==> src/rtl/pulse_window_counter_if.sv <==
// Control/status bundle between the pulse-rate FSM (master) and the
// window counting datapath (slave).
interface pulse_window_counter_if #(
    parameter int unsigned CNT_W = 8
);
    logic             pulse_in;
    logic             en_count;
    logic             clear;
    logic             en_cap;
    logic             end_count;
    logic             overflow;
    logic [CNT_W-1:0] bpm;
    logic             bpm_valid;

    // en_cap is a one-cycle command with no back-pressure: bpm/bpm_valid
    // update on the edge that samples en_cap=1 and hold until the next capture.
    modport master (
        output pulse_in, en_count, clear, en_cap,
        input  end_count, overflow, bpm, bpm_valid
    );

    modport slave (
        input  pulse_in, en_count, clear, en_cap,
        output end_count, overflow, bpm, bpm_valid
    );
endinterface

==> src/rtl/pulse_window_counter.sv <==
// Pulse window counter: synchronizes a sensor pulse, counts rising edges over a
// WINDOW_S-second window and captures the result. Optional lockout: PWC_DEBOUNCE_EN.
module pulse_window_counter #(
    parameter int unsigned TICKS_PER_SEC = 50_000_000,
    parameter int unsigned WINDOW_S      = 60,
    parameter int unsigned CNT_W         = 8,
    parameter int unsigned THRESH        = 120,
    parameter int unsigned DEBOUNCE_CYC  = 1_000_000
) (
    input logic                  clk,
    input logic                  rst_n,
    pulse_window_counter_if.slave bus
);
    localparam int unsigned PRE_W = (TICKS_PER_SEC > 1) ? $clog2(TICKS_PER_SEC) : 1;
    localparam int unsigned SEC_W = (WINDOW_S > 1) ? $clog2(WINDOW_S) : 1;
    localparam logic [PRE_W-1:0] PRE_LAST = PRE_W'(TICKS_PER_SEC - 1);
    localparam logic [SEC_W-1:0] SEC_LAST = SEC_W'(WINDOW_S - 1);
    localparam logic [CNT_W-1:0] CNT_MAX  = '1;

    if (TICKS_PER_SEC == 0 || WINDOW_S == 0 || DEBOUNCE_CYC == 0) begin : g_bad_param
        $error("pulse_window_counter: TICKS_PER_SEC, WINDOW_S and DEBOUNCE_CYC must be nonzero");
    end

    logic             sync1_q;
    logic             sync2_q;
    logic             prev_q;
    logic             rise;
    logic             active;
    logic             take;
    logic             sec_tick;
    logic [PRE_W-1:0] pre_q;
    logic [SEC_W-1:0] sec_q;
    logic             end_q;
    logic [CNT_W-1:0] cnt_q;
    logic [CNT_W-1:0] cnt_next;
    logic             ovf_q;
    logic [CNT_W-1:0] bpm_q;
    logic             bpm_valid_q;

    always_ff @(posedge clk or negedge rst_n) begin
        if (!rst_n) begin
            sync1_q <= 1'b0;
            sync2_q <= 1'b0;
            prev_q  <= 1'b0;
        end else begin
            sync1_q <= bus.pulse_in;
            sync2_q <= sync1_q;
            prev_q  <= sync2_q;
        end
    end

    assign rise     = sync2_q & ~prev_q;
    assign active   = bus.en_count & ~bus.clear & ~end_q;
    assign sec_tick = active && (pre_q == PRE_LAST);

`ifdef PWC_DEBOUNCE_EN
    localparam int unsigned LOCK_W = $clog2(DEBOUNCE_CYC + 1);
    logic [LOCK_W-1:0] lock_q;

    assign take = active & rise & (lock_q == '0);

    // Lockout only runs down while counting is enabled, so a pause holds it.
    always_ff @(posedge clk or negedge rst_n) begin
        if (!rst_n) begin
            lock_q <= '0;
        end else if (bus.clear) begin
            lock_q <= '0;
        end else if (take) begin
            lock_q <= LOCK_W'(DEBOUNCE_CYC);
        end else if (bus.en_count && lock_q != '0) begin
            lock_q <= lock_q - LOCK_W'(1);
        end
    end
`else
    assign take = active & rise;
`endif

    always_ff @(posedge clk or negedge rst_n) begin
        if (!rst_n) begin
            pre_q <= '0;
            sec_q <= '0;
            end_q <= 1'b0;
        end else if (bus.clear) begin
            pre_q <= '0;
            sec_q <= '0;
            end_q <= 1'b0;
        end else if (active) begin
            pre_q <= sec_tick ? '0 : pre_q + PRE_W'(1);
            if (sec_tick) begin
                if (sec_q == SEC_LAST) begin
                    end_q <= 1'b1;
                end else begin
                    sec_q <= sec_q + SEC_W'(1);
                end
            end
        end
    end

    always_comb begin
        cnt_next = cnt_q;
        if (bus.clear) begin
            cnt_next = '0;
        end else if (take && cnt_q != CNT_MAX) begin
            cnt_next = cnt_q + CNT_W'(1);
        end
    end

    // Overflow looks at the next count so it rises with the count register.
    always_ff @(posedge clk or negedge rst_n) begin
        if (!rst_n) begin
            cnt_q <= '0;
            ovf_q <= 1'b0;
        end else begin
            cnt_q <= cnt_next;
            ovf_q <= bus.clear ? 1'b0 : (ovf_q | (32'(cnt_next) > THRESH));
        end
    end

    always_ff @(posedge clk or negedge rst_n) begin
        if (!rst_n) begin
            bpm_q       <= '0;
            bpm_valid_q <= 1'b0;
        end else if (bus.en_cap) begin
            bpm_q       <= cnt_q;
            bpm_valid_q <= 1'b1;
        end
    end

    assign bus.end_count = end_q;
    assign bus.overflow  = ovf_q;
    assign bus.bpm       = bpm_q;
    assign bus.bpm_valid = bpm_valid_q;
endmodule

==> src/flat_wrapper.sv <==
// flat-port wrapper written by rule: the top's interface ports become plain ports
module pulse_window_counter_flat 
#(
    parameter int unsigned TICKS_PER_SEC = 50_000_000,
    parameter int unsigned WINDOW_S      = 60,
    parameter int unsigned CNT_W         = 8,
    parameter int unsigned THRESH        = 120,
    parameter int unsigned DEBOUNCE_CYC  = 1_000_000
)
  (clk, rst_n, bus_pulse_in, bus_en_count, bus_clear, bus_en_cap, bus_end_count, bus_overflow, bus_bpm, bus_bpm_valid);
  pulse_window_counter_if #(.CNT_W(CNT_W)) bus_i ();
  input logic clk;
  input logic rst_n;
  input wire logic [$bits(bus_i.pulse_in)-1:0] bus_pulse_in;
  input wire logic [$bits(bus_i.en_count)-1:0] bus_en_count;
  input wire logic [$bits(bus_i.clear)-1:0] bus_clear;
  input wire logic [$bits(bus_i.en_cap)-1:0] bus_en_cap;
  output wire logic [$bits(bus_i.end_count)-1:0] bus_end_count;
  output wire logic [$bits(bus_i.overflow)-1:0] bus_overflow;
  output wire logic [$bits(bus_i.bpm)-1:0] bus_bpm;
  output wire logic [$bits(bus_i.bpm_valid)-1:0] bus_bpm_valid;
  assign bus_i.pulse_in = bus_pulse_in;
  assign bus_i.en_count = bus_en_count;
  assign bus_i.clear = bus_clear;
  assign bus_i.en_cap = bus_en_cap;
  assign bus_end_count = bus_i.end_count;
  assign bus_overflow = bus_i.overflow;
  assign bus_bpm = bus_i.bpm;
  assign bus_bpm_valid = bus_i.bpm_valid;
  pulse_window_counter #(.TICKS_PER_SEC(TICKS_PER_SEC), .WINDOW_S(WINDOW_S), .CNT_W(CNT_W), .THRESH(THRESH), .DEBOUNCE_CYC(DEBOUNCE_CYC)) u_core (.clk(clk), .rst_n(rst_n), .bus(bus_i));
endmodule
==> config.mk <==
export PLATFORM = sky130hd
export DESIGN_NAME = pulse_window_counter_flat
export DESIGN_NICKNAME = d
export VERILOG_FILES = /design/src/rtl/pulse_window_counter_if.sv /design/src/rtl/pulse_window_counter.sv /design/src/flat_wrapper.sv
export SDC_FILE = /design/constraint.sdc
export NUM_CORES = 1
export LEC_CHECK = 0
export ABC_CLOCK_PERIOD_IN_PS = 6280
export CAP_MARGIN = 20
export CORE_MARGIN = 4
export CORE_UTILIZATION = 35
export DETAILED_ROUTE_END_ITERATION = 10
export PLACE_DENSITY = 0.62
export SKIP_LAST_GASP = 1
export SLEW_MARGIN = 20
export SYNTH_ARGS = -nofsm -noshare
export SYNTH_HDL_FRONTEND = slang
export SYNTH_SLANG_ARGS = --single-unit
==> constraint.sdc <==
create_clock -name clk -period 6.28 [get_ports clk]
set_clock_uncertainty 0.1 [all_clocks]
set_input_delay 0.628 -clock clk [delete_from_list [all_inputs] [get_ports clk]]
set_output_delay 0.628 -clock clk [all_outputs]
set_load 0.005 [all_outputs]
==> flow_summary.ini, run 1 <==
[timing]
setup_violations = 0
fin_hold_ws_ps = 259
slew_headroom_pct = 51.2
fmax_ghz = 0.281
final.period_utilization_pct = 56.7
min_period_ps = 3560
fin_tns_setup_ps = 0
slew_viol_final = 0
finalHoldViolCount = 0
worst_pin_slew_ps = 721
rsz0062_at_grt = false

[worst_setup_path]
critPathSlowestCell = clkdlybuf4s50_1
crit_type = in2reg
r2r.worst_path.cells = 5
endpoint_kind = flip-flop
r2r_end = u_core.sec_q[1]$_DFFE_PN0P_
cp.required_ps = 6380
crit_path_start_kind = input pin
cpPeakStageDelay_ps = 780
cp_cell_sequence = clkdlybuf4s50_1 > or3b_1 > nor4b_4 > a21o_1 > nand2_1 > mux2_2
arrival_ps = 3660
r2r_slack_ps = 3530
cp_max_fo = 22
timing.rr.start = u_core.pre_q[16]$_DFFE_PN0P_

[hold_path]
hp-start = u_core.sync1_q$_DFF_PN0_
worstHoldEndpoint = u_core.sync2_q$_DFF_PN0_
hold_depth = 0
hold_path_class = reg2reg

[routing]
vias_per_cell = 5.28
drc = 0
wl_um = 5480
dr.pass1.iters = 4
drt_iter0_drc = 158
wire_per_inst_um = 14.5
drtAntennaViolNets = 0
via_count = 1996

[synth]
avgSynthCellArea_um2 = 10.5
ys_types = 53
async_flop_share_pct = 100
synthAdderAreaFrac_pct = 1.37
synthFlopType = dfrtp_1
ys.warnings.count = 0
yosys-mux-area-fraction_pct = 6.00
ys_ff_latch = 54
yosys.area.top_type = dfrtp_1
netlist_area_um2 = 2730
yosysSeqAreaShare_pct = 49.4
synthXorXnorAreaFrac_pct = 6.73
yosys.area_share.simple_pct = 25.4
synth_top_family_by_area = simple AND/OR/NAND/NOR gates
synth_compound_area_share_pct = 8.92
synth.net_count = 270
synth_area_leaders = dfrtp_1 49%, mux2_2 4.5%, nor2_1 3.8%
synth_top_area_share_pct = 49.4
synthCells = 261
synth_edf_count = 0

[cts]
clockBufferDepth = 2
cts_setup_buffers = 0
cts_root_buf = clkbuf_8
cts_sinks = 54
cts_tree = yes
clock_latency_ps = 310
cts_resized = 0
cts_buffers = 5
path_clk_slew_ps = 100
htreeDepth = 2
hold_buffers = 0

[global_routing]
grt_pass1_wl_um = 9560
grt.total_usage_pct = 13.1
antenna_found_initial = 0
grt_pass1_vias = 1933
grt_start_max_net_pins = 55
overflow = 0

[finish]
num_antenna_cells = 0
fill_cells = 715
drive_gt1_share_pct = 10.8
multi_input_area_um2 = 1320
final_common_cell = dfrtp_1
stdcell_area_um2 = 3070
num-nets-final = 287
ff_latch_area_um2 = 1350
area_delta_synth_final_pct = 12.4
final_cell_mix = 54 x dfrtp_1, 28 x nor2_1, 23 x nand2_1

[outcome]
status = finished clean

[pwr]
max-vdd-ir-drop_mv = 0.0875
leakagePower_uw = 0.00124
fin_total_pwr_uw = 593
powerDensity_nw_per_um2 = 193

[run]
maxCapViolations = 0

[floorplanning]
io-pin-count = 17
die_w_um = 96.4
die_h_um = 96.4
die_area_um2 = 9290
placementRows = 31
core_area_um2 = 7410
start_util_pct = 36.9

[place]
place_area_um2 = 2980
dpl.hpwl_um = 3820
io_buffer_count = 16
gp_congestion = 0.796
[synthesized netlist by cell type, types with 2 or more instances]
| library cell | n |
|---|---|
| dfrtp_1 | 54 |
| nor2_1 | 28 |
| nand2_1 | 23 |
| nand3_1 | 14 |
| mux2_2 | 11 |
| xnor2_1 | 11 |
| nand4_1 | 10 |
| xor2_1 | 10 |
| nor3_1 | 8 |
| or3_1 | 8 |
| a21oi_1 | 7 |
| nor4_1 | 7 |
| clkbuf_1 | 5 |
| o21ai_0 | 5 |
| inv_1 | 4 |
| mux2i_1 | 4 |
| a21o_1 | 3 |
| and3_1 | 3 |
| ha_1 | 3 |
| nor2b_1 | 3 |
| a211oi_1 | 2 |
| a21oi_2 | 2 |
| a31oi_1 | 2 |
| and4_1 | 2 |
| nor4b_1 | 2 |
| o31a_1 | 2 |
| or4b_1 | 2 |
[critical path, delay by kind of cell]
family                 cells  cell delay, ps
AO/OA/AOI/OAI              1             630
AND/OR/NAND/NOR            3            1300
buffers and inverters      1             780
multiplexers               1             310
[where the power goes]
| part | total (µW) | leakage [µW] | internal, µW | switching [µW] |
|---|---|---|---|---|
| logic | 35.1 | 0.000448 | 12.5 | 22.6 |
| clock network | 200 | 0.0000483 | 80.8 | 119 |
| registers | 357 | 0.000738 | 353 | 4.66 |
[through the flow]
stage          instances  util [%]  setup WS [ps]
2_1_floorplan        261         -           3890
3_3_place_gp         370      40.2           2470
3_5_place_dp         370      40.2           2370
4_1_cts              378      41.5           2700
5_1_grt              378      41.5           2440
6_report             378      41.5           2720
[cells by family (layout without fill, tap and decap cells)]
family,count (synthesis),after routing
simple gates,124,124
compound gates,33,33
flops,54,54
fa+ha+maj,3,3
mux,15,15
buf+inv,11,29
xor+xnor,21,21
[layout make-up]
class	instances	area share, %
multi-input combinational	196	43.1
tap	99	4.03
timing repair buffer	17	5.30
clock inverter	3	0.855
clock buffer	5	2.24
sequential	54	44.0
inverter	4	0.489
[registers in the layout, indices dropped and copies added (netlist names)]
name,count
u_core.pre_q,26
u_core.bus.bpm,8
u_core.cnt_q,8
u_core.sec_q,6
u_core.bus.bpm_valid,1
u_core.bus.end_count,1
u_core.bus.overflow,1
u_core.prev_q,1
u_core.sync1_q,1
u_core.sync2_q,1
[worst max-delay path by stage]
| stage | startpoint | end | slack, ps | cells past startpoint |
|---|---|---|---|---|
| 5_1_grt | bus_clear | u_core.sec_q[0]$_DFFE_PN0P_ | 2440 | 6 |
| 2_1_floorplan | bus_clear | u_core.bus.overflow$_DFF_PN0_ | 3890 | 6 |
| 4_1_cts | bus_clear | u_core.sec_q[1]$_DFFE_PN0P_ | 2700 | 6 |
| 3_3_place_gp | bus_clear | u_core.sec_q[1]$_DFFE_PN0P_ | 2470 | 6 |
| 6_report | bus_clear | u_core.sec_q[1]$_DFFE_PN0P_ | 2720 | 6 |
| 3_5_place_dp | bus_clear | u_core.sec_q[1]$_DFFE_PN0P_ | 2370 | 6 |
[routing by layer]
layer,GRT usage (%),share of wire [%],up-vias
li1,-,-,978
met1,18.7,51,988
met2,20.4,46,28
met3,1.63,2.0,2
met4,4.67,0.86,0
met5,0,0,-
No activity file was read; power rests on OpenSTA's default activity.
==> run 2, diff against run 1 <==
ABC_CLOCK_PERIOD_IN_PS = 3100   (was 6280)
PLACE_DENSITY = 0.64   (was 0.62)
clock period = 3.1 ns   (was 6.28 ns; I/O delays follow)
==> run 2 against run 1 <==
Utilization rose by 0.44 points; routed wire length grew 4.5%; critical path type is now reg2reg; highest routed layer unchanged; combinational power rose by 120%; largest cell class unchanged; final cell count grew 1.1%; worst setup slack worse by 2000 ps; largest power group unchanged.
==> flow_summary.ini, run 2 (synthesis results as in run 1) <==
[worst_setup_path]
endpoint = u_core.bus.overflow$_DFF_PN0_
cpPeakStageDelay_ps = 550
critPathSlowestCell = or3b_1
cp_cell_sequence = or3b_1 > nor3_4 > a41oi_1 > or4b_1 > o41ai_2
cp_top_family = simple AND/OR/NAND/NOR gates
cp.depth = 5
endpoint_kind = flip-flop
r2r_end = u_core.bus.overflow$_DFF_PN0_
arrival_ps = 2500
r2r.worst_path.cells = 5
cp.required_ps = 3220
cp_max_fo = 6
timing.rr.start = u_core.bus.end_count$_DFFE_PN0P_
crit_path_start_kind = flip-flop
critPathLaunch = u_core.bus.end_count$_DFFE_PN0P_
r2r_slack_ps = 730
critPathBufInv = 0
crit_type = reg2reg

[timing]
slew_headroom_pct = 47.4
finalHoldViolCount = 0
slew_viol_final = 0
worst_pin_slew_ps = 778
fin_tns_setup_ps = 0
min_period_ps = 2370
final.period_utilization_pct = 76.6
fin_ws_ps = 726
rsz0062_at_grt = false
setup_violations = 0
fmax_ghz = 0.421

[floorplanning]
die_area_um2 = 9290
die_w_um = 96.4
start_util_pct = 36.9
core_area_um2 = 7410
placementRows = 31
die_h_um = 96.4
io-pin-count = 17

[routing]
dr.max_layer_used = met4
wl_met2_um = 2670
drt_iter0_drc = 115
wl_um = 5730
drtAntennaViolNets = 0
dr.pass1.iters = 4
wire_per_inst_um = 15.0
via_count = 2024
vias_per_cell = 5.30
m1WireLength_um = 2830
drc = 0
met3_length_um = 165

[cts]
cts_tree = yes
cts_setup_buffers = 0
htreeDepth = 2
cts_resized = 0
cts_sinks = 54
path_clk_slew_ps = 110
clockBufferDepth = 2
clock_latency_ps = 320
cts_buffers = 5
cts_root_buf = clkbuf_8

[pwr]
leakagePower_uw = 0.00126
max-vdd-ir-drop_mv = 0.232
powerDensity_nw_per_um2 = 395

[place]
dpl.hpwl_um = 3970
placed_cells = 373
post-place-ws_ps = 415
io_buffer_count = 16
place_area_um2 = 3000
gp_congestion = 0.806

[global_routing]
grt.total_usage_pct = 13.8
overflow = 0
grt_start_max_net_pins = 43
antenna_found_initial = 0
grt_pass1_wl_um = 10000
grt_pass1_vias = 2034

[finish]
num_antenna_cells = 0
area_delta_synth_final_pct = 13.5
fill_cells = 728
fin_cells = 382
regMostFlops = u_core.pre_q
num-nets-final = 291
fin_util_pct = 41.9
final_common_cell = dfrtp_1
drive_gt1_share_pct = 11.7
largest_reg_flops = 26
final_cell_mix = 54 x dfrtp_1, 28 x nor2_1, 23 x nand2_1
stdcell_area_um2 = 3100

[run]
maxCapViolations = 0

[outcome]
status = finished clean

[hold_path]
hold_path_class = reg2reg
## run 2: cell count changes in the layout (fill, tap and decap cells not counted)
| cell | previous run | this run |
|---|---|---|
| inv_6 | 0 | 3 |
| dlygate4sd3_1 | 0 | 1 |
| clkinv_4 | 3 | 0 |
| buf_4 | 1 | 4 |
## run 2: stage by stage
| stage | hold slack, ps | power [µW] |
|---|---|---|
| floorplan | -85.6 | 779 |
| global placement | 101 | 812 |
| detailed placement | 103 | 815 |
| CTS | 264 | 1240 |
| global route | 297 | 1280 |
| finish | 262 | 1230 |
## run 2: worst min path at each step
stage / startpoint / cells after the start / slack, ps / to
2_1_floorplan: rst_n / 0 / -90 / u_core.bus.bpm[0]$_DFFE_PN0P_
3_3_place_gp: rst_n / 1 / 100 / u_core.bus.bpm[7]$_DFFE_PN0P_
3_5_place_dp: rst_n / 1 / 100 / u_core.bus.bpm[7]$_DFFE_PN0P_
4_1_cts: u_core.sync1_q$_DFF_PN0_ / 0 / 260 / u_core.sync2_q$_DFF_PN0_
5_1_grt: u_core.sync1_q$_DFF_PN0_ / 0 / 300 / u_core.sync2_q$_DFF_PN0_
6_report: u_core.sync1_q$_DFF_PN0_ / 0 / 260 / u_core.sync2_q$_DFF_PN0_
## run 2: repair_timing
item                       4_1_cts  5_1_grt
hold buffers                     1        0
hold endpoints to repair        12        0
setup endpoints to repair        0        0
## run 2: per-layer routing
metal  track usage [%]  vias to the layer above
met2              21.2                       26
met1              20.1                      998
met3              2.09                        5
met5                 0                        -
met4              3.86                        0
li1                  -                      995
## run 2: final cells by class
cell class	instances	area (µm²)	area share (%)
Clock buffer	5	68.8	2.22
Clock inverter	3	26.3	0.846
Inverter	4	15.0	0.484
Multi-Input combinational cell	196	1320	42.6
Sequential cell	54	1350	43.5
Tap cell	99	124	3.99
Timing Repair Buffer	21	195	6.29
## run 2: worst reg2reg max path, cell delays in order (launching register included)
cell	delay (ps)
dfrtp_1	470
or3b_1	550
nor3_4	270
a41oi_1	160
or4b_1	540
o41ai_2	200
## run 2: where the power goes
group | leakage, µW | total (µW) | internal [µW] | switching, µW
Clock | 0.0000495 | 426 | 169 | 257
Sequential | 0.000738 | 724 | 715 | 9.75
Combinational | 0.000468 | 76.3 | 28.4 | 47.9
Total | 0.00126 | 1230 | 912 | 315
==> run 3, diff against run 2 <==
ABC_CLOCK_PERIOD_IN_PS = 2200   (was 3100)
PLACE_DENSITY = 0.62   (was 0.64)
clock period = 2.2 ns   (was 3.1 ns; I/O delays follow)
==> run 3 against run 2 <==
Global-route usage is essentially flat; routed wire length is 1.7% higher; utilization grew 4.8 points; highest routed layer unchanged; sequential power grew 41%; final cell count rose by 9.2%; worst setup slack lost 670 ps; non-clock buffer count up 35.
==> flow_summary.ini, run 3 (synthesis results as in run 1) <==
[run]
maxCapViolations = 0

[routing]
dr.pass1.iters = 4
vias_per_cell = 5.11
drtAntennaViolNets = 0
wire_per_inst_um = 14.0
via_count = 2131
drt_iter0_drc = 84
drc = 0
wl_um = 5830

[timing]
final.period_utilization_pct = 97.7
worst_pin_slew_ps = 554
rsz0062_at_grt = true
min_period_ps = 2150
fin_hold_ws_ps = 251
fmax_ghz = 0.465
setup_violations = 0
fin_tns_setup_ps = 0
slew_viol_final = 0
slew_headroom_pct = 63.1
finalHoldViolCount = 0

[outcome]
status = finished clean

[finish]
area_delta_synth_final_pct = 26.5
num_antenna_cells = 0
fin_cells = 417
final_cell_mix = 53 x dfrtp_1, 38 x buf_4, 28 x nor2_1
fin_util_pct = 46.7
largest_reg_flops = 26
final_common_cell = dfrtp_1
regMostFlops = u_core.pre_q
num-nets-final = 326
drive_gt1_share_pct = 24.2

[worst_setup_path]
cpPeakStageDelay_ps = 570
endpoint = u_core.bus.overflow$_DFF_PN0_
cp_max_fo = 3
critPathSlowestCell = or4b_4
r2r_slack_ps = 50
critPathLaunch = u_core.bus.end_count$_DFFE_PN0P_
cp.required_ps = 2320
r2r.worst_path.cells = 5
arrival_ps = 2260
cp_cell_sequence = or3b_4 > nor3_4 > a41oi_2 > or4b_4 > o41ai_4
endpoint_kind = flip-flop
timing.rr.start = u_core.bus.end_count$_DFFE_PN0P_
crit_path_start_kind = flip-flop
crit_type = reg2reg
r2r_end = u_core.bus.overflow$_DFF_PN0_

[global_routing]
grt_pass1_wl_um = 10100
grt.total_usage_pct = 13.8
overflow = 0
grt_start_max_net_pins = 31
grt_pass1_vias = 2142
antenna_found_initial = 0

[floorplanning]
start_util_pct = 36.9
die_area_um2 = 9290
placementRows = 31
die_h_um = 96.4
io-pin-count = 17
die_w_um = 96.4
core_area_um2 = 7410

[cts]
path_clk_slew_ps = 100
clock_latency_ps = 310
cts_sinks = 54
cts_tree = yes
cts_root_buf = clkbuf_8
clockBufferDepth = 2
htreeDepth = 2
cts_buffers = 5

[place]
dpl.hpwl_um = 4170
placed_cells = 405
io_buffer_count = 16
gp_congestion = 0.791

[pwr]
max-vdd-ir-drop_mv = 0.280
fin_total_pwr_uw = 1820
powerDensity_nw_per_um2 = 526
leakagePower_uw = 0.00149

[hold_path]
hold_path_class = in2reg
==> run 3: per-layer routing <==
layer / GRT usage (%) / share of wire (%)
met1: 18.8 / 48
met2: 22.5 / 48
met3: 1.70 / 2.1
met4: 4.91 / 1.1
met5: 0 / 0
==> run 3: report_power, final <==
part,internal (µW),switching (µW)
clock,342,330
sequential,1010,11.9
combinational,57.4,70.7
total,1410,413
==> run 3: timing repair <==
action	CTS	global route
hold endpoints to repair	24	0
buffers inserted	0	3
gates resized for setup	1	13
pin swaps	0	14
hold buffers	1	0
setup endpoints to repair	1	13
==> run 3: critical path, delay by kind of cell (launching register included) <==
family	cells	cell delay (ps)
AND/OR/NAND/NOR	3	1150
flip-flops	1	400
AO/OA/AOI/OAI	2	410
==> run 3: final cells by class <==
class / count / area, µm²
repair buffers: 56 / 470
flip-flops and latches: 54 / 1350
well taps: 99 / 124
multi-input cells: 196 / 1390
fillers: 701 / 3950
inverters: 4 / 15.0
clock inverters: 1 / 30.0
clock buffers: 7 / 76.3
==> run 3: how the worst min path moves through the flow <==
stage / from / endpoint / slack (ps) / depth (start not counted)
after detailed placement: rst_n / u_core.bus.bpm[3]$_DFFE_PN0P_ / 140 / 1
after CTS: bus_pulse_in / u_core.sync1_q$_DFF_PN0_ / 240 / 1
after floorplan: rst_n / u_core.bus.bpm[0]$_DFFE_PN0P_ / -180 / 0
after global routing: bus_pulse_in / u_core.sync1_q$_DFF_PN0_ / 250 / 1
after global placement: rst_n / u_core.bus.bpm_valid$_DFFE_PN0P_ / 140 / 1
final: bus_pulse_in / u_core.sync1_q$_DFF_PN0_ / 250 / 1
==> run 3: through the flow <==
step                      worst slack (ps)  instance area [µm²]
after CTS                             30.6                 3370
final                                 51.5                 3460
after floorplan                       57.8                 2730
after global routing                 -23.8                 3460
after global placement                -278                 3250
after detailed placement              -322                 3250
